[config.mk]
export PLATFORM = sky130hd
export DESIGN_NAME = tmr_fault_monitor
export DESIGN_NICKNAME = d
export VERILOG_FILES = /design/src/rtl/tmr_pkg.sv /design/src/rtl/tmr_evt_fifo.sv /design/src/rtl/tmr_fault_monitor.sv
export SDC_FILE = /design/constraint.sdc
export NUM_CORES = 1
export LEC_CHECK = 0
export BUFFER_PORTS_ARGS = -buffer_cell sky130_fd_sc_hd__buf_2
export CAP_MARGIN = 5
export CELL_PAD_IN_SITES_DETAIL_PLACEMENT = 1
export CELL_PAD_IN_SITES_GLOBAL_PLACEMENT = 2
export CORE_MARGIN = 1
export CORE_UTILIZATION = 35
export CTS_BUF_LIST = sky130_fd_sc_hd__clkbuf_2 sky130_fd_sc_hd__clkbuf_4 sky130_fd_sc_hd__clkbuf_8
export CTS_CLUSTER_DIAMETER = 60
export DETAILED_ROUTE_END_ITERATION = 10
export PLACE_DENSITY = 0.86
export SLEW_MARGIN = 20
export SYNTH_ARGS = -nofsm -noshare
export SYNTH_HDL_FRONTEND = slang
export SYNTH_SLANG_ARGS = --single-unit
[constraint.sdc]
create_clock -name clk -period 4.18 [get_ports clk]
set_clock_uncertainty 0.2 [all_clocks]
set_input_delay 0.627 -clock clk [delete_from_list [all_inputs] [get_ports clk]]
set_output_delay 0.627 -clock clk [all_outputs]
set_load 0.005 [all_outputs]
[src/rtl/tmr_pkg.sv]
// Shared types and helpers for the TMR fault monitor.
//   WIDTH / CNT_WIDTH / LOG_DEPTH : default replica width, counter width, event log depth
//   tmr_evt_t                     : logged event {mask, uncorr, tstamp}
//   maj3                          : single-bit two-of-three majority
package tmr_pkg;

  localparam int unsigned WIDTH     = 64;
  localparam int unsigned CNT_WIDTH = 16;
  localparam int unsigned LOG_DEPTH = 4;

  typedef struct packed {
    logic [2:0]           mask;
    logic                 uncorr;
    logic [CNT_WIDTH-1:0] tstamp;
  } tmr_evt_t;

  function automatic logic maj3(input logic a, input logic b, input logic c);
    return (a & b) | (a & c) | (b & c);
  endfunction

endpackage

[src/rtl/tmr_evt_fifo.sv]
// Synchronous event FIFO with a valid/ready drain port.
//   clk, rst          : clock, synchronous active-high reset
//   push, push_data   : write request and payload (accepted unless full without pop)
//   drop_c            : combinational, push lost because FIFO is full and not popping
//   out_valid         : registered, head entry present
//   out_ready         : consumer accepts head
//   out_data          : head entry, read from registered storage
module tmr_evt_fifo
  import tmr_pkg::*;
#(
  parameter int unsigned depth = LOG_DEPTH,
  parameter type         evt_t = tmr_evt_t
) (
  input  logic clk,
  input  logic rst,
  input  logic push,
  input  evt_t push_data,
  output logic drop_c,
  output logic out_valid,
  input  logic out_ready,
  output evt_t out_data
);

  localparam int unsigned PTR_W = (depth > 1) ? $clog2(depth) : 1;
  localparam int unsigned CNT_W = $clog2(depth + 1);

  evt_t             mem_q [depth];
  evt_t             mem_d [depth];
  logic [PTR_W-1:0] wr_ptr_q, wr_ptr_d;
  logic [PTR_W-1:0] rd_ptr_q, rd_ptr_d;
  logic [CNT_W-1:0] count_q, count_d;
  logic             valid_q, valid_d;
  logic             pop_c;
  logic             push_ok_c;
  logic             full_c;

  // Next-state: a pop frees a slot in the same cycle, so full+pop+push succeeds.
  always_comb begin
    mem_d     = mem_q;
    wr_ptr_d  = wr_ptr_q;
    rd_ptr_d  = rd_ptr_q;
    full_c    = (count_q == CNT_W'(depth));
    pop_c     = valid_q && out_ready;
    push_ok_c = push && (!full_c || pop_c);
    drop_c    = push && full_c && !pop_c;
    if (push_ok_c) begin
      mem_d[wr_ptr_q] = push_data;
      wr_ptr_d        = wr_ptr_q + PTR_W'(1);
    end
    if (pop_c) begin
      rd_ptr_d = rd_ptr_q + PTR_W'(1);
    end
    count_d = count_q + CNT_W'(push_ok_c) - CNT_W'(pop_c);
    valid_d = (count_d != '0);
  end

  // State registers.
  always_ff @(posedge clk) begin
    if (rst) begin
      for (int i = 0; i < int'(depth); i++) mem_q[i] <= '0;
      wr_ptr_q <= '0;
      rd_ptr_q <= '0;
      count_q  <= '0;
      valid_q  <= 1'b0;
    end else begin
      mem_q    <= mem_d;
      wr_ptr_q <= wr_ptr_d;
      rd_ptr_q <= rd_ptr_d;
      count_q  <= count_d;
      valid_q  <= valid_d;
    end
  end

  assign out_valid = valid_q;
  assign out_data  = mem_q[rd_ptr_q];

endmodule

[src/rtl/tmr_fault_monitor.sv]
// Receive-side TMR monitor: bitwise vote, per-replica fault flags, saturating
// fault counters, sampled timestamp and an event log drained over valid/ready.
//   clk, rst                : clock, synchronous active-high reset
//   sample, q_1..q_3        : capture strobe and replica values
//   clr                     : clear fault counters and overflow flag
//   voted_q, fault_vec,
//   uncorrectable           : registered vote results, updated on sample
//   fault_count_1..3        : saturating per-replica fault counts
//   evt_valid/ready, evt_*  : event log head and handshake
//   log_overflow            : sticky, an event was dropped on a full log
module tmr_fault_monitor
  import tmr_pkg::*;
#(
  parameter int unsigned width     = WIDTH,
  parameter int unsigned cnt_width = CNT_WIDTH,
  parameter int unsigned log_depth = LOG_DEPTH
) (
  input  logic                 clk,
  input  logic                 rst,
  input  logic                 sample,
  input  logic [width-1:0]     q_1,
  input  logic [width-1:0]     q_2,
  input  logic [width-1:0]     q_3,
  input  logic                 clr,
  output logic [width-1:0]     voted_q,
  output logic [2:0]           fault_vec,
  output logic                 uncorrectable,
  output logic [cnt_width-1:0] fault_count_1,
  output logic [cnt_width-1:0] fault_count_2,
  output logic [cnt_width-1:0] fault_count_3,
  output logic                 evt_valid,
  input  logic                 evt_ready,
  output logic [2:0]           evt_mask,
  output logic                 evt_uncorr,
  output logic [cnt_width-1:0] evt_time,
  output logic                 log_overflow
);

  typedef struct packed {
    logic [2:0]           mask;
    logic                 uncorr;
    logic [cnt_width-1:0] tstamp;
  } evt_t;

  logic [width-1:0]     maj_c;
  logic [2:0]           fault_c;
  logic                 uncorr_c;
  logic                 evt_push_c;
  evt_t                 evt_c;
  evt_t                 head;
  logic                 drop_c;

  logic [width-1:0]     vote_q, vote_d;
  logic [2:0]           fault_q, fault_d;
  logic                 uncorr_q, uncorr_d;
  logic [cnt_width-1:0] ts_q, ts_d;
  logic [cnt_width-1:0] cnt_q [3];
  logic [cnt_width-1:0] cnt_d [3];
  logic                 ovf_q, ovf_d;

  // Voting and event formation from the live replica inputs.
  always_comb begin
    maj_c = '0;
    for (int b = 0; b < int'(width); b++) maj_c[b] = maj3(q_1[b], q_2[b], q_3[b]);
    fault_c    = {(q_3 != maj_c), (q_2 != maj_c), (q_1 != maj_c)};
    uncorr_c   = (q_1 != q_2) && (q_1 != q_3) && (q_2 != q_3);
    evt_push_c = sample && ((fault_c != 3'b000) || uncorr_c);
    evt_c        = '0;
    evt_c.mask   = fault_c;
    evt_c.uncorr = uncorr_c;
    evt_c.tstamp = ts_q;
  end

  // Next-state for vote registers, timestamp, counters and overflow; clr wins.
  always_comb begin
    vote_d   = vote_q;
    fault_d  = fault_q;
    uncorr_d = uncorr_q;
    ts_d     = ts_q;
    cnt_d    = cnt_q;
    ovf_d    = ovf_q;
    if (sample) begin
      vote_d   = maj_c;
      fault_d  = fault_c;
      uncorr_d = uncorr_c;
      ts_d     = ts_q + cnt_width'(1);
    end
    for (int i = 0; i < 3; i++) begin
      if (clr) begin
        cnt_d[i] = '0;
      end else if (sample && fault_c[i] && (cnt_q[i] != '1)) begin
        cnt_d[i] = cnt_q[i] + cnt_width'(1);
      end
    end
    if (clr) begin
      ovf_d = 1'b0;
    end else if (drop_c) begin
      ovf_d = 1'b1;
    end
  end

  // State registers.
  always_ff @(posedge clk) begin
    if (rst) begin
      vote_q   <= '0;
      fault_q  <= '0;
      uncorr_q <= 1'b0;
      ts_q     <= '0;
      for (int i = 0; i < 3; i++) cnt_q[i] <= '0;
      ovf_q    <= 1'b0;
    end else begin
      vote_q   <= vote_d;
      fault_q  <= fault_d;
      uncorr_q <= uncorr_d;
      ts_q     <= ts_d;
      cnt_q    <= cnt_d;
      ovf_q    <= ovf_d;
    end
  end

  tmr_evt_fifo #(
    .depth (log_depth),
    .evt_t (evt_t)
  ) u_fifo (
    .clk       (clk),
    .rst       (rst),
    .push      (evt_push_c),
    .push_data (evt_c),
    .drop_c    (drop_c),
    .out_valid (evt_valid),
    .out_ready (evt_ready),
    .out_data  (head)
  );

  assign voted_q       = vote_q;
  assign fault_vec     = fault_q;
  assign uncorrectable = uncorr_q;
  assign fault_count_1 = cnt_q[0];
  assign fault_count_2 = cnt_q[1];
  assign fault_count_3 = cnt_q[2];
  assign log_overflow  = ovf_q;
  assign evt_mask      = head.mask;
  assign evt_uncorr    = head.uncorr;
  assign evt_time      = head.tstamp;

endmodule

==> impl_metrics.toml <==
[outcome]
status = "finished, final reports clean"

[critical_path]
critical_path_required_ps = 4450
path_class = "input pin to flip-flop"
critPathLaunch = "q_1[52]"
path_max_fanout = 5
cp-end-kind = "flip-flop"
cp_data_arrival_time_ps = 4300
rr_startpoint = "u_fifo.out_valid$_SDFF_PP0_"
start_kind = "input pin"

[floorplanning]
die-area_sq_um = 45300
die_h_microns = 213
initial_core_util = 0.358
core-area_sq_um = 43500
ios = 335
die_w_microns = 213
rows = 76

[cts]
htree_num_levels = 2
post_cts_buffers = 0
cts_tree = "yes"
root_buffer = "clkbuf_8"
cts_num_sinks = 221
clkTransAtPathRegs_ps = 60
insertion_delay_ps = 670
cts_buffer_depth = 3
cts_buffers = 43

[yosys]
synthFlopType = "dfxtp_1"
yosysSeqAreaShare = 0.284
synthTopCellsByArea = "dfxtp_1, ha_1, nor4_1"
yosysTopAreaCellShare = 0.284
syn_area_per_cell_sq_um = 9.31
synth_warnings = 0
syn_inst = 1672
syn_area_sq_um = 15600
async_reset_ff_frac = 0
yosysMostFrequentCell = "dfxtp_1"
syn-num-nets = 2072
synth_seq_cells = 221
synth_top_area_cell = "dfxtp_1"
synth_enable_flop_cells = 0
yosysUniqueCellTypes = 49
netlist_top_cells_count = "dfxtp_1, nor4_1, ha_1"

[placement]
gp_congestion = 1.05
place_ws_ps = -579
dp_hpwl_microns = 56400
placed_cells = 2673
dpl_cell_area_sq_um = 18900
port_buffers = 334

[sta]
min_period_ps = 4030
tightestPinTransition_ps = 876
timing.hold.ws_ps = 126
fin_crit_sh = 0.964
grt_setup_unrepaired = "false"
slew_violations = 0
setup_violations = 0
fin_ws_ps = 152
final_hold_viol_count = 0
slew-limit-headroom = 0.416
timing.fmax_mhz = 248

[cells_and_area]
drive_gt1_frac = 0.284
syn2layout_area_growth_pct = 28.1
finish.utilization = 0.459
finalNonFillerCells = 2768
final_cell_area_sq_um = 19900
nets = 2533

[route]
via_per_inst = 5.87
dr.pass1.iters = 5
initialDrtViolationCount = 1224
ant_nets = 0
wl_per_cell_microns = 24.8
wl_microns = 68700
drc = 0
vias = 16200

[pwr]
switching_share = 0.325
ir_drop_mv = 0.192
p_int_mw = 4.52
p_leak_nw = 8.33
p_switching_mw = 2.17
combPwrFrac = 0.275
seqPwrFrac = 0.343
clock_power_share = 0.382
p_per_area_nw_per_um2 = 336

[run]
max_cap_viol_count = 0

[global_route]
grt_overflow = 0
grt_max_degree = 197
grt_pass1_wl_microns = 100000
track_usage = 0.300
grt_pass1_vias = 16300
grt_antenna_before_repair = 29

[worst_hold_path]
worstHoldStart = "clr"
hold_path.class = "input pin to flip-flop"
flip-flops by register name (all words and copies together) (netlist names):
name	flops
u_fifo.rd_ptr_q	2
ts_q	16
u_fifo.out_valid	1
u_fifo.mem_q	80
fault_count_2	16
u_fifo.wr_ptr_q	2
u_fifo.count_q	3
fault_count_3	16
fault_vec	3
fault_count_1	16
uncorrectable	1
voted_q	64
log_overflow	1
critical path: stages:
cell and delay, ps:
buf_2 130, ha_1 270, nor3_1 440, xnor2_1 290
nor4_1 660, nand4_1 240, nor4_4 340, nand4b_4 160
and3_1 210, ha_1 180, inv_1 70, fa_1 190
xor2_1 200, xnor2_1 170, a31oi_1 110
placed cells by master, fill, tap and decap left out, types with 17 or more instances in the layout:
cell type  count
a211oi_1      74
a21oi_1       22
buf_2        332
buf_4        140
clkbuf_8      51
dfxtp_1      221
ha_1         202
inv_1         17
mux2i_1       81
mux4_2        20
nand2_1       23
nand2b_1      93
nand3_1       25
nand4_1       27
nor2_1       128
nor3_1        53
nor3_2        24
nor4_1       217
o22ai_1       64
o31a_1       128
or3_1         19
xnor2_1       90
xor2_1        19
through the flow:
stage	setup TNS (ps)	total power, mW
finish	0	6.70
global route	0	6.99
CTS	0	6.75
detailed placement	-9280	4.14
global placement	-9210	4.10
floorplan	0	3.28
layer usage:
metal  GRT usage  vias up  part of all wire
li1            -     7585                 -
met1       0.380     7837              0.42
met2       0.469      619              0.44
met3      0.0821      182             0.086
met4       0.144       24             0.044
met5           0        -            0.0021
timing repair:
item | 4_1_cts | 5_1_grt
setup endpoints to repair | 0 | 2
gates resized for setup | 0 | 1
hold buffers | 0 | 0
power groups by stage:
stage	registers, mW	clock network, mW	logic [mW]
after floorplan	2.31	0	0.960
after global placement	2.34	0	1.76
after detailed placement	2.34	0	1.80
after CTS	2.30	2.64	1.81
after global routing	2.31	2.73	1.96
final	2.30	2.56	1.84
final cells by class:
cell class,instances,area [sq um]
multi-input combinational,1371,10800
tap,585,732
clock inverter,13,191
timing repair buffer,479,2850
clock buffer,66,815
sequential,221,4420
antenna,16,40.0
fill,5156,23500
inverter,17,63.8
path summary, 6_finish.rpt:
path	slack, ps	cells after the start	to
worst max-delay path	150	15	u_fifo.out_valid$_SDFF_PP0_
worst min register to register	260	2	log_overflow$_SDFFE_PP0P_
worst min-delay path	130	3	fault_count_2[12]$_SDFFE_PP0P_
worst max register to register	1370	9	u_fifo.out_valid$_SDFF_PP0_
logic make-up after synthesis:
family,Yosys count,synth area share
mux,102,0.0818
flops,221,0.284
compound gates,312,0.150
xor+xnor,109,0.0613
simple gates,645,0.238
fa+ha+maj,203,0.164
buf+inv,80,0.0213
Power figures use the tool's default switching activity.
